===== config.mk =====
export PLATFORM = sky130hd
export DESIGN_NAME = div_mod_8bit
export DESIGN_NICKNAME = d
export VERILOG_FILES = /design/src/rtl/div_mod_pkg.sv /design/src/rtl/div_mod_step.sv /design/src/rtl/div_mod_8bit.sv
export SDC_FILE = /design/constraint.sdc
export NUM_CORES = 1
export LEC_CHECK = 0
export CAP_MARGIN = 10
export CORE_MARGIN = 2
export CORE_UTILIZATION = 54
export DETAILED_ROUTE_END_ITERATION = 16
export PLACE_DENSITY_LB_ADDON = 0.25
export REMOVE_ABC_BUFFERS = 1
export SLEW_MARGIN = 15
export SYNTH_ARGS = -nofsm -noshare
export SYNTH_HDL_FRONTEND = slang
export SYNTH_SLANG_ARGS = --single-unit

===== constraint.sdc =====
create_clock -name clk -period 2.8 [get_ports clk]
set_clock_uncertainty 0.2 [all_clocks]
set_input_delay 0.42 -clock clk [delete_from_list [all_inputs] [get_ports clk]]
set_output_delay 0.42 -clock clk [all_outputs]
set_load 0.02 [all_outputs]

===== src/rtl/div_mod_pkg.sv =====
// Shared types and defaults for the 8-bit restoring divider.
package div_mod_pkg;
  localparam int DIV_WIDTH = 8;

  typedef enum logic [1:0] {
    IDLE = 2'd0,
    CALC = 2'd1,
    DONE = 2'd2
  } state_e;
endpackage


===== src/rtl/div_mod_step.sv =====
// One restoring shift-subtract step: shift in the next dividend bit, subtract divisor if it fits.
module div_mod_step #(
  parameter int WIDTH = div_mod_pkg::DIV_WIDTH
) (
  input  logic [WIDTH:0]   rem_i,
  input  logic             bit_i,
  input  logic [WIDTH-1:0] divisor_i,
  output logic [WIDTH:0]   rem_o,
  output logic             q_o
);
  logic [WIDTH+1:0] shifted;
  logic [WIDTH+1:0] dvs_ext;

  assign shifted = {rem_i, bit_i};
  assign dvs_ext = {2'b00, divisor_i};
  assign q_o     = (shifted >= dvs_ext);
  // The partial remainder stays below the divisor, so the top bit is always zero here.
  assign rem_o   = q_o ? (WIDTH+1)'(shifted - dvs_ext) : (WIDTH+1)'(shifted);
endmodule


===== src/rtl/div_mod_8bit.sv =====
// Multi-cycle unsigned divider: one quotient bit per cycle, MSB first, with a divide-by-zero shortcut.
module div_mod_8bit
  import div_mod_pkg::*;
#(
  parameter int WIDTH = DIV_WIDTH
) (
  input  logic             clk,
  input  logic             rst,
  input  logic             start,
  input  logic [WIDTH-1:0] dividend,
  input  logic [WIDTH-1:0] divisor,
  output logic             busy,
  output logic             done,
  output logic [WIDTH-1:0] quotient,
  output logic [WIDTH-1:0] remainder,
  output logic             div_by_zero
);
  localparam int CW = $clog2(WIDTH) + 1;
  localparam logic [CW-1:0] LAST = CW'(WIDTH - 1);

  state_e           state_q, state_d;
  logic [CW-1:0]    cnt_q, cnt_d;
  logic [WIDTH-1:0] dvd_q, dvd_d;   // dividend bits shift out the top, quotient bits shift in below
  logic [WIDTH-1:0] dvs_q, dvs_d;
  logic [WIDTH:0]   rem_q, rem_d;
  logic [WIDTH-1:0] quot_q, quot_d;
  logic [WIDTH-1:0] remo_q, remo_d;
  logic             dbz_q, dbz_d;
  logic [WIDTH:0]   step_rem;
  logic             step_q;

  div_mod_step #(.WIDTH(WIDTH)) u_step (
    .rem_i     (rem_q),
    .bit_i     (dvd_q[WIDTH-1]),
    .divisor_i (dvs_q),
    .rem_o     (step_rem),
    .q_o       (step_q)
  );

  always_comb begin
    state_d = state_q;
    cnt_d   = cnt_q;
    dvd_d   = dvd_q;
    dvs_d   = dvs_q;
    rem_d   = rem_q;
    quot_d  = quot_q;
    remo_d  = remo_q;
    dbz_d   = dbz_q;
    case (state_q)
      CALC: begin
        rem_d = step_rem;
        dvd_d = {dvd_q[WIDTH-2:0], step_q};
        cnt_d = cnt_q + 1'b1;
        if (cnt_q == LAST) begin
          state_d = DONE;
          quot_d  = {dvd_q[WIDTH-2:0], step_q};
          remo_d  = step_rem[WIDTH-1:0];
        end
      end
      default: begin
        state_d = IDLE;
        if (start) begin
          dvd_d = dividend;
          dvs_d = divisor;
          cnt_d = '0;
          rem_d = '0;
          dbz_d = 1'b0;
          if (divisor == '0) begin
            state_d = DONE;
            quot_d  = '1;
            remo_d  = dividend;
            dbz_d   = 1'b1;
          end else begin
            state_d = CALC;
          end
        end
      end
    endcase
  end

  always_ff @(posedge clk or posedge rst) begin
    if (rst) begin
      state_q <= IDLE;
      cnt_q   <= '0;
      dvd_q   <= '0;
      dvs_q   <= '0;
      rem_q   <= '0;
      quot_q  <= '0;
      remo_q  <= '0;
      dbz_q   <= 1'b0;
    end else begin
      state_q <= state_d;
      cnt_q   <= cnt_d;
      dvd_q   <= dvd_d;
      dvs_q   <= dvs_d;
      rem_q   <= rem_d;
      quot_q  <= quot_d;
      remo_q  <= remo_d;
      dbz_q   <= dbz_d;
    end
  end

  assign busy        = (state_q == CALC);
  assign done        = (state_q == DONE);
  assign quotient    = quot_q;
  assign remainder   = remo_q;
  assign div_by_zero = dbz_q;
endmodule


[After elaboration in Yosys (flattened, before gate mapping)]
Cells that the tools add are included.
Word-level totals
  register bits: 48
  input bits: 19
  output and inout port bits: 19
  logic and storage cells: 41
Operators by class
  add/sub/neg operators: 2
  order comparisons: 1
  eq/ne operators: 4
  mux-type cells: 20
  bitwise gates (word level): 1
  reduce and logical (&&, ||, !) cells: 5
Operators by type and width (count)
  two-way mux 8 bit: 10
  two-way mux 9 bit: 3
  greater-or-equal comparator 10 x 8 -> 1 bit: 1
  subtractor 9 x 8 -> 9 bit: 1
  logical NOT 8 bit: 1
  two-way mux 2 bit: 4
  two-way mux 4 bit: 2
  adder 4 x 1 -> 4 bit, second input constant: 1
  == test 4 x 3 -> 1 bit, second input constant: 1
  nonzero test 2 bit: 2
  AND reduction 3 bit: 1
  == test 2 x 1 -> 1 bit, second input constant: 1
  == test 2 bit, second input constant: 1
  != test 2 x 1 -> 1 bit, second input constant: 1
  AND reduction 2 bit: 1
  two-way mux 1 bit: 1
  NOT 1 bit: 1

[Logic depth before layout (Yosys ltp)]
  depth after elaboration: 4
  gate-level depth with buffers: 10
  mapped depth without buffers: 9

[Modules after synthesis]
Synthesis repeated with hierarchy kept, for this count alone.
Unflattened totals
  cells, all modules: 245
  area, all modules: 2572.5 um2
By module, submodules not included
  div_mod_8bit: times used 1, cells each 170, area each 2049.5 um2, sequential area each 1201.2 um2
  div_mod_step: times used 1, cells each 75, area each 523.0 um2, sequential area each 0.0 um2

[Least setup slack after synthesis]
Ideal clock, no wire load.
  path kind: reg2reg
  from: reg dvd_q[7]
  to: reg remo_q[0], in the netlist remainder[0]
  setup time: 0.126 ns
  arrival time: 2.193 ns
  required time: 2.474 ns
  setup slack: 0.281 ns
  cell stages (with the launch flop): 11
  path buffers: 1
  period minus slack after synthesis: 2.519 ns
  path through: dfrtp_1 -> inv_1 -> ha_1 -> inv_1 -> fa_1 -> a211oi_2 -> o21ai_2 -> a211oi_4 -> buf_6 -> nor3_2 -> o32a_1
Between the ends
  word-level cells in the longest chain between the ends: 4
  elaborated cells on any way between the ends: 5
  classes of those cells: add/sub: 1; order compare: 1; mux: 3
Ends and longest elaborated chain
  start, declared: RTL line div_mod_8bit.sv:23  | logic [WIDTH-1:0] dvd_q, dvd_d;
  start signal, assigned: RTL line div_mod_8bit.sv:94  | dvd_q <= dvd_d;
  subtractor 9 x 8 -> 9 bit / greater-or-equal comparator 10 x 8 -> 1 bit (equally long branches): RTL line div_mod_step.sv:18, div_mod_step.sv:16
  two-way mux 9 bit *: RTL line div_mod_step.sv:18  | assign rem_o = q_o ? (WIDTH+1)'(shifted - dvs_ext) : (WIDTH+1)'(shifted);
  two-way mux 8 bit *: RTL line div_mod_8bit.sv:54  | if (cnt_q == LAST) begin
  two-way mux 8 bit *: RTL line div_mod_8bit.sv:49  | case (state_q)
  end signal, assigned: RTL line div_mod_8bit.sv:98  | remo_q <= remo_d;
  end, declared: RTL line div_mod_8bit.sv:27  | logic [WIDTH-1:0] remo_q, remo_d;
Every way passes the cells marked *; elsewhere a longest branch is shown, timed or not. The select of a mux whose other input is x is not followed.
A chain may end at the register's enable or synchronous reset.

[Final worst setup path]
  from: reg dvd_q[7]
  to: reg rem_q[1]
Between the ends
  word-level cells in the longest chain between the ends: 3
  elaborated cells on any way between the ends: 4
  classes of those cells: add/sub: 1; order compare: 1; mux: 2
Ends and longest elaborated chain
  subtractor 9 x 8 -> 9 bit / greater-or-equal comparator 10 x 8 -> 1 bit (equally long branches): RTL line div_mod_step.sv:18, div_mod_step.sv:16
  two-way mux 9 bit *: RTL line div_mod_step.sv:18
  two-way mux 9 bit *: RTL line div_mod_8bit.sv:49
  end signal, assigned: RTL line div_mod_8bit.sv:96  | rem_q <= rem_d;
  end, declared: RTL line div_mod_8bit.sv:25  | logic [WIDTH:0] rem_q, rem_d;
Every way passes the cells marked *; elsewhere a longest branch is shown, timed or not.

==> out/results.md <==
| Step | Parameter | Value |
|:---|:---|:---|
| outcome | Result of the run | completed |
| yosys | Post-synth EDFFs | 0 |
| final layout | Synth-to-Final Area Change | 23.7% |
| yosys | Distinct cell type count of the synthesized netlist | 51 |
| final layout | Nets | 320 |
| floorplanning | Die area | 5260 um^2 |
| detailed routing | Drt total wl | 5740 um |
| critical path | Arrival time of the worst setup path | 2630 ps |
| yosys | Number of standard cells after synthesis | 247 |
| final layout | Share of layout cells above drive strength 1 | 13.0% |
| clocking | TritonCTS clock tree | built |
| yosys | Simple-gate portion of the synthesized area | 14.9% |
| power | Areal power density over the cells | 1400 nW/um^2 |
| detailed routing | Number of routed nets with antenna violations | 0 |
| placed design | Minimum setup slack after placement | 94.8 ps |
| global routing | Met3 Usage GRT | 3.61% |
| yosys | Post-synthesis sequential area ratio | 47.4% |
| yosys | Combinational family with the most area after synthesis | compound AO/OA/AOI/OAI gates |
| detailed routing | First DRT Iteration DRCs | 140 |
| clocking | # Post-CTS Setup Buffers | 0 |
| clocking | Quantity of hold-fixing buffers added after cts | 0 |
| final layout | Multi-input gate area | 1230 um^2 |
| global routing | Global-route wire length before repair | 9850 um |
| global routing | Aggregate global-route resource usage | 24.3% |
| global routing | Number of antenna violations at the first check in global routing | 0 |
| yosys | Yosys synthesis warning count | 0 |
| yosys | Area of the mapped netlist | 2540 um^2 |
| yosys | Share of cell area taken by muxes after synthesis | 7.50% |
| global routing | Via count of the first global-routing pass | 2044 |
| timing | PnR worst setup slack | 152 ps |
| detailed routing | Remaining DRCs | 0 |
| hold path | Type of the tightest min-delay check | flop to flop |
| critical path | Endpoint type of the worst setup path | flop |
| global routing | GR met2 Demand/Resource | 38.6% |
| final layout | Final Instance Area | 3140 um^2 |
| floorplanning | I/O pin cnt | 38 |
| global routing | Pin count of the biggest net entering global routing | 49 |
| clocking | Max Buffers Root-to-Sink | 2 |
| clocking | Count of H-tree levels built during CTS | 2 |
| yosys | Synthesis-stage register bit count | 48 |
| critical path | Crit path kind | flop to flop |
| power | VDD IR-drop max | 0.000855 V |
| critical path | Crit Path Max Fanout | 6 |
| timing | Slew HR | 56.7% |
| timing | Final Hold Fails | 0 |
| final layout | Filler Cell Count | 349 |
| detailed routing | Length of the first detailed-routing pass in iterations | 4 |
| placed design | Area post-placement | 2990 um^2 |
| yosys | Synthesized-area fraction occupied by ao, oa, aoi and oai cells | 19.4% |
| clocking | Clock transition time at the flip-flop clock pins of the worst setup and hold paths | 100 ps |
| final layout | Reg area | 1200 um^2 |
| timing | Final period demand of the worst path | 2650 ps |
| clocking | Number of buffers added by the clock tree synthesis step | 5 |
| placed design | RD Place Congestion | 0.889 |
| clocking | Clock Tree Root | sky130_fd_sc_hd__clkbuf_8 |
| global routing | Most Used Layer, Global Route | met2 |
| clocking | Clock latency of the later-clocked register in the worst-skew pair | 310 ps |
| floorplanning | Standard-cell row count | 24 |
| timing | Fmax | 378 MHz |
| timing | Total Neg Setup Slack | 0 ps |
| critical path | Required time of the critical path | 2780 ps |
| floorplanning | Vertical extent of the die | 72.5 um |
| yosys | Share of flip-flops with an asynchronous set or reset | 100% |
| timing | Final setup violating endpoints | 0 |
| yosys | Synthesized area per cell | 10.3 um^2 |
| floorplanning | Starting density of the core | 57.1% |
| timing | Pins over their slew limit | 0 |
| critical path | Nature of the critical path startpoint | flop |
| flow run | # Max-Cap Violations | 0 |
| detailed routing | Avg Vias per Cell | 5.90 |
| placed design | Port Buf Inserts | 37 |
| timing | Final period utilization | 94.6% |
| clocking | Clock sink count | 48 |
| yosys | Top flip-flop cell by instance count after synthesis | sky130_fd_sc_hd__dfrtp_1 |
| floorplanning | Die Wd | 72.5 um |
| floorplanning | Core ar. | 4440 um^2 |
| detailed routing | Routed vias | 2031 |
| detailed routing | Drt wl/cell | 16.7 um |
| clocking | # resized after CTS | 0 |
| yosys | Fraction of the mapped netlist area in adder cells | 5.23% |
| global routing | Routing usage on met1 | 34.4% |
| final layout | Antenna cells | 0 |
| global routing | Congestion Overflow GR | 0 |
| timing | Slew at the pin closest to its max-slew limit | 647 ps |
| placed design | Final HPWL DP | 4200 um |
| power | Total leakage power | 1.38 nW |
| yosys | Xor/xnor share of the synthesized area | 1.38% |
-- layout by cell type (no fill, tap or decap), types with 3 or more instances in the layout --
cell type | synthesis | final
sky130_fd_sc_hd__o31ai_1 | 3 | 3
sky130_fd_sc_hd__o32a_1 | 4 | 4
sky130_fd_sc_hd__and2_1 | 5 | 5
sky130_fd_sc_hd__a21oi_1 | 9 | 9
sky130_fd_sc_hd__dfrtp_1 | 48 | 48
sky130_fd_sc_hd__o21ai_0 | 18 | 18
sky130_fd_sc_hd__nor3_1 | 4 | 4
sky130_fd_sc_hd__nand4_1 | 3 | 3
sky130_fd_sc_hd__nand2_1 | 23 | 23
sky130_fd_sc_hd__clkdlybuf4s50_1 | 0 | 37
sky130_fd_sc_hd__mux2_2 | 8 | 8
sky130_fd_sc_hd__mux2i_1 | 10 | 10
sky130_fd_sc_hd__xnor2_1 | 3 | 3
sky130_fd_sc_hd__buf_4 | 1 | 11
sky130_fd_sc_hd__nor2_1 | 21 | 21
sky130_fd_sc_hd__ha_1 | 9 | 9
sky130_fd_sc_hd__nor4_1 | 4 | 4
sky130_fd_sc_hd__a211o_1 | 3 | 3
sky130_fd_sc_hd__o22a_1 | 7 | 7
sky130_fd_sc_hd__clkbuf_8 | 0 | 5
sky130_fd_sc_hd__inv_1 | 13 | 12
sky130_fd_sc_hd__nand3b_1 | 4 | 4
-- metrics by stage --
step,utilization (%),hold slack (ps),power [mW],instances
global route,70.6,313,4.72,344
CTS,70.3,293,4.35,342
floorplan,-,243,2.99,236
finish,70.6,295,4.39,344
global placement,67.2,273,3.67,334
detailed placement,67.2,279,3.73,334
-- critical path, stage by stage, from the launching register on --
cell and delay (ps):
sky130_fd_sc_hd__dfrtp_1 390, sky130_fd_sc_hd__inv_1 60, sky130_fd_sc_hd__ha_1 140, sky130_fd_sc_hd__inv_1 60
sky130_fd_sc_hd__fa_1 420, sky130_fd_sc_hd__a211oi_2 280, sky130_fd_sc_hd__o21ai_2 150, sky130_fd_sc_hd__a211oi_4 250
sky130_fd_sc_hd__buf_4 190, sky130_fd_sc_hd__mux2i_1 290, sky130_fd_sc_hd__o21ai_0 110
-- cell usage after synthesis, types with 2 or more instances --
cell type | count | area (um^2)
sky130_fd_sc_hd__nor2b_1 | 2 | 12.5
sky130_fd_sc_hd__clkbuf_1 | 8 | 30.0
sky130_fd_sc_hd__nand3_1 | 2 | 10.0
sky130_fd_sc_hd__ha_1 | 9 | 113
sky130_fd_sc_hd__nand2b_1 | 2 | 12.5
sky130_fd_sc_hd__a211o_1 | 3 | 26.3
sky130_fd_sc_hd__nand3b_1 | 4 | 30.0
sky130_fd_sc_hd__o211ai_1 | 2 | 15.0
sky130_fd_sc_hd__o32a_1 | 4 | 40.0
sky130_fd_sc_hd__o31ai_1 | 3 | 22.5
sky130_fd_sc_hd__o21ai_2 | 2 | 17.5
sky130_fd_sc_hd__mux2_2 | 8 | 90.1
sky130_fd_sc_hd__nor4_1 | 4 | 25.0
sky130_fd_sc_hd__nor2_1 | 21 | 78.8
sky130_fd_sc_hd__o22a_1 | 7 | 61.3
sky130_fd_sc_hd__a31oi_1 | 2 | 12.5
sky130_fd_sc_hd__dfrtp_1 | 48 | 1200
sky130_fd_sc_hd__o21ai_0 | 18 | 90.1
sky130_fd_sc_hd__a21oi_1 | 9 | 45.0
sky130_fd_sc_hd__xnor2_1 | 3 | 26.3
sky130_fd_sc_hd__nor3b_1 | 2 | 15.0
sky130_fd_sc_hd__and2_1 | 5 | 31.3
sky130_fd_sc_hd__nand2_1 | 23 | 86.3
sky130_fd_sc_hd__mux2i_1 | 10 | 100
sky130_fd_sc_hd__nand4_1 | 3 | 18.8
sky130_fd_sc_hd__a311oi_1 | 2 | 17.5
sky130_fd_sc_hd__a21o_1 | 2 | 15.0
sky130_fd_sc_hd__nor3_1 | 4 | 20.0
sky130_fd_sc_hd__inv_1 | 13 | 48.8
-- routing by layer --
metal | vias up | part of all wire [%]
met5 | - | 0
met4 | 0 | 1.9
met3 | 10 | 3.7
met2 | 57 | 48
met1 | 982 | 47
li1 | 982 | -
-- flip-flops by register name, summed over array words and instances (netlist names) --
name         flops
rem_q            9
dvd_q            8
dvs_q            8
quotient         8
remainder        8
cnt_q            4
state_q          2
div_by_zero      1
-- cell type report --
cell class                 count  area share [%]
multi-input combinational    174            39.2
inverter                      14            1.67
clock inverter                 3            2.19
tap                           52            2.07
clock buffer                   5            2.19
timing repair buffer          48            14.4
sequential                    48            38.3
-- report_power, final --
group | leakage (nW) | internal, mW | switching [mW]
Sequential | 0.562 | 1.03 | 0.227
Clock | 0.0687 | 0.360 | 0.251
Combinational | 0.754 | 1.14 | 1.38
Total | 1.38 | 2.54 | 1.85
-- path summary, 6_finish.rpt --
check | from | end | slack (ps) | cells past startpoint
setup / recovery | dvd_q[7]$_DFFE_PP0N_ | rem_q[1]$_DFFE_PP0N_ | 150 | 10
hold / removal | quotient[7]$_DFFE_PP0P_ | quotient[7]$_DFFE_PP0P_ | 300 | 1
setup reg to reg | dvd_q[7]$_DFFE_PP0N_ | rem_q[1]$_DFFE_PP0N_ | 150 | 10
hold reg to reg | quotient[7]$_DFFE_PP0P_ | quotient[7]$_DFFE_PP0P_ | 300 | 1
max in group asynchronous | rst | rem_q[1]$_DFFE_PP0N_ | 1610 | 3
min in group asynchronous | rst | quotient[2]$_DFFE_PP0P_ | 380 | 3
-- cell families (layout without fill, tap and decap cells) --
family                     Yosys count  after routing
muxes                               18             18
and+or+nand+nor                     77             77
xor gates and xnor gates             4              4
AOI/OAI and AO/OA                   65             65
buffers and inverters               25             70
DFF                                 48             48
adders and majority gates           10             10
Power figures use the tool's default switching activity.
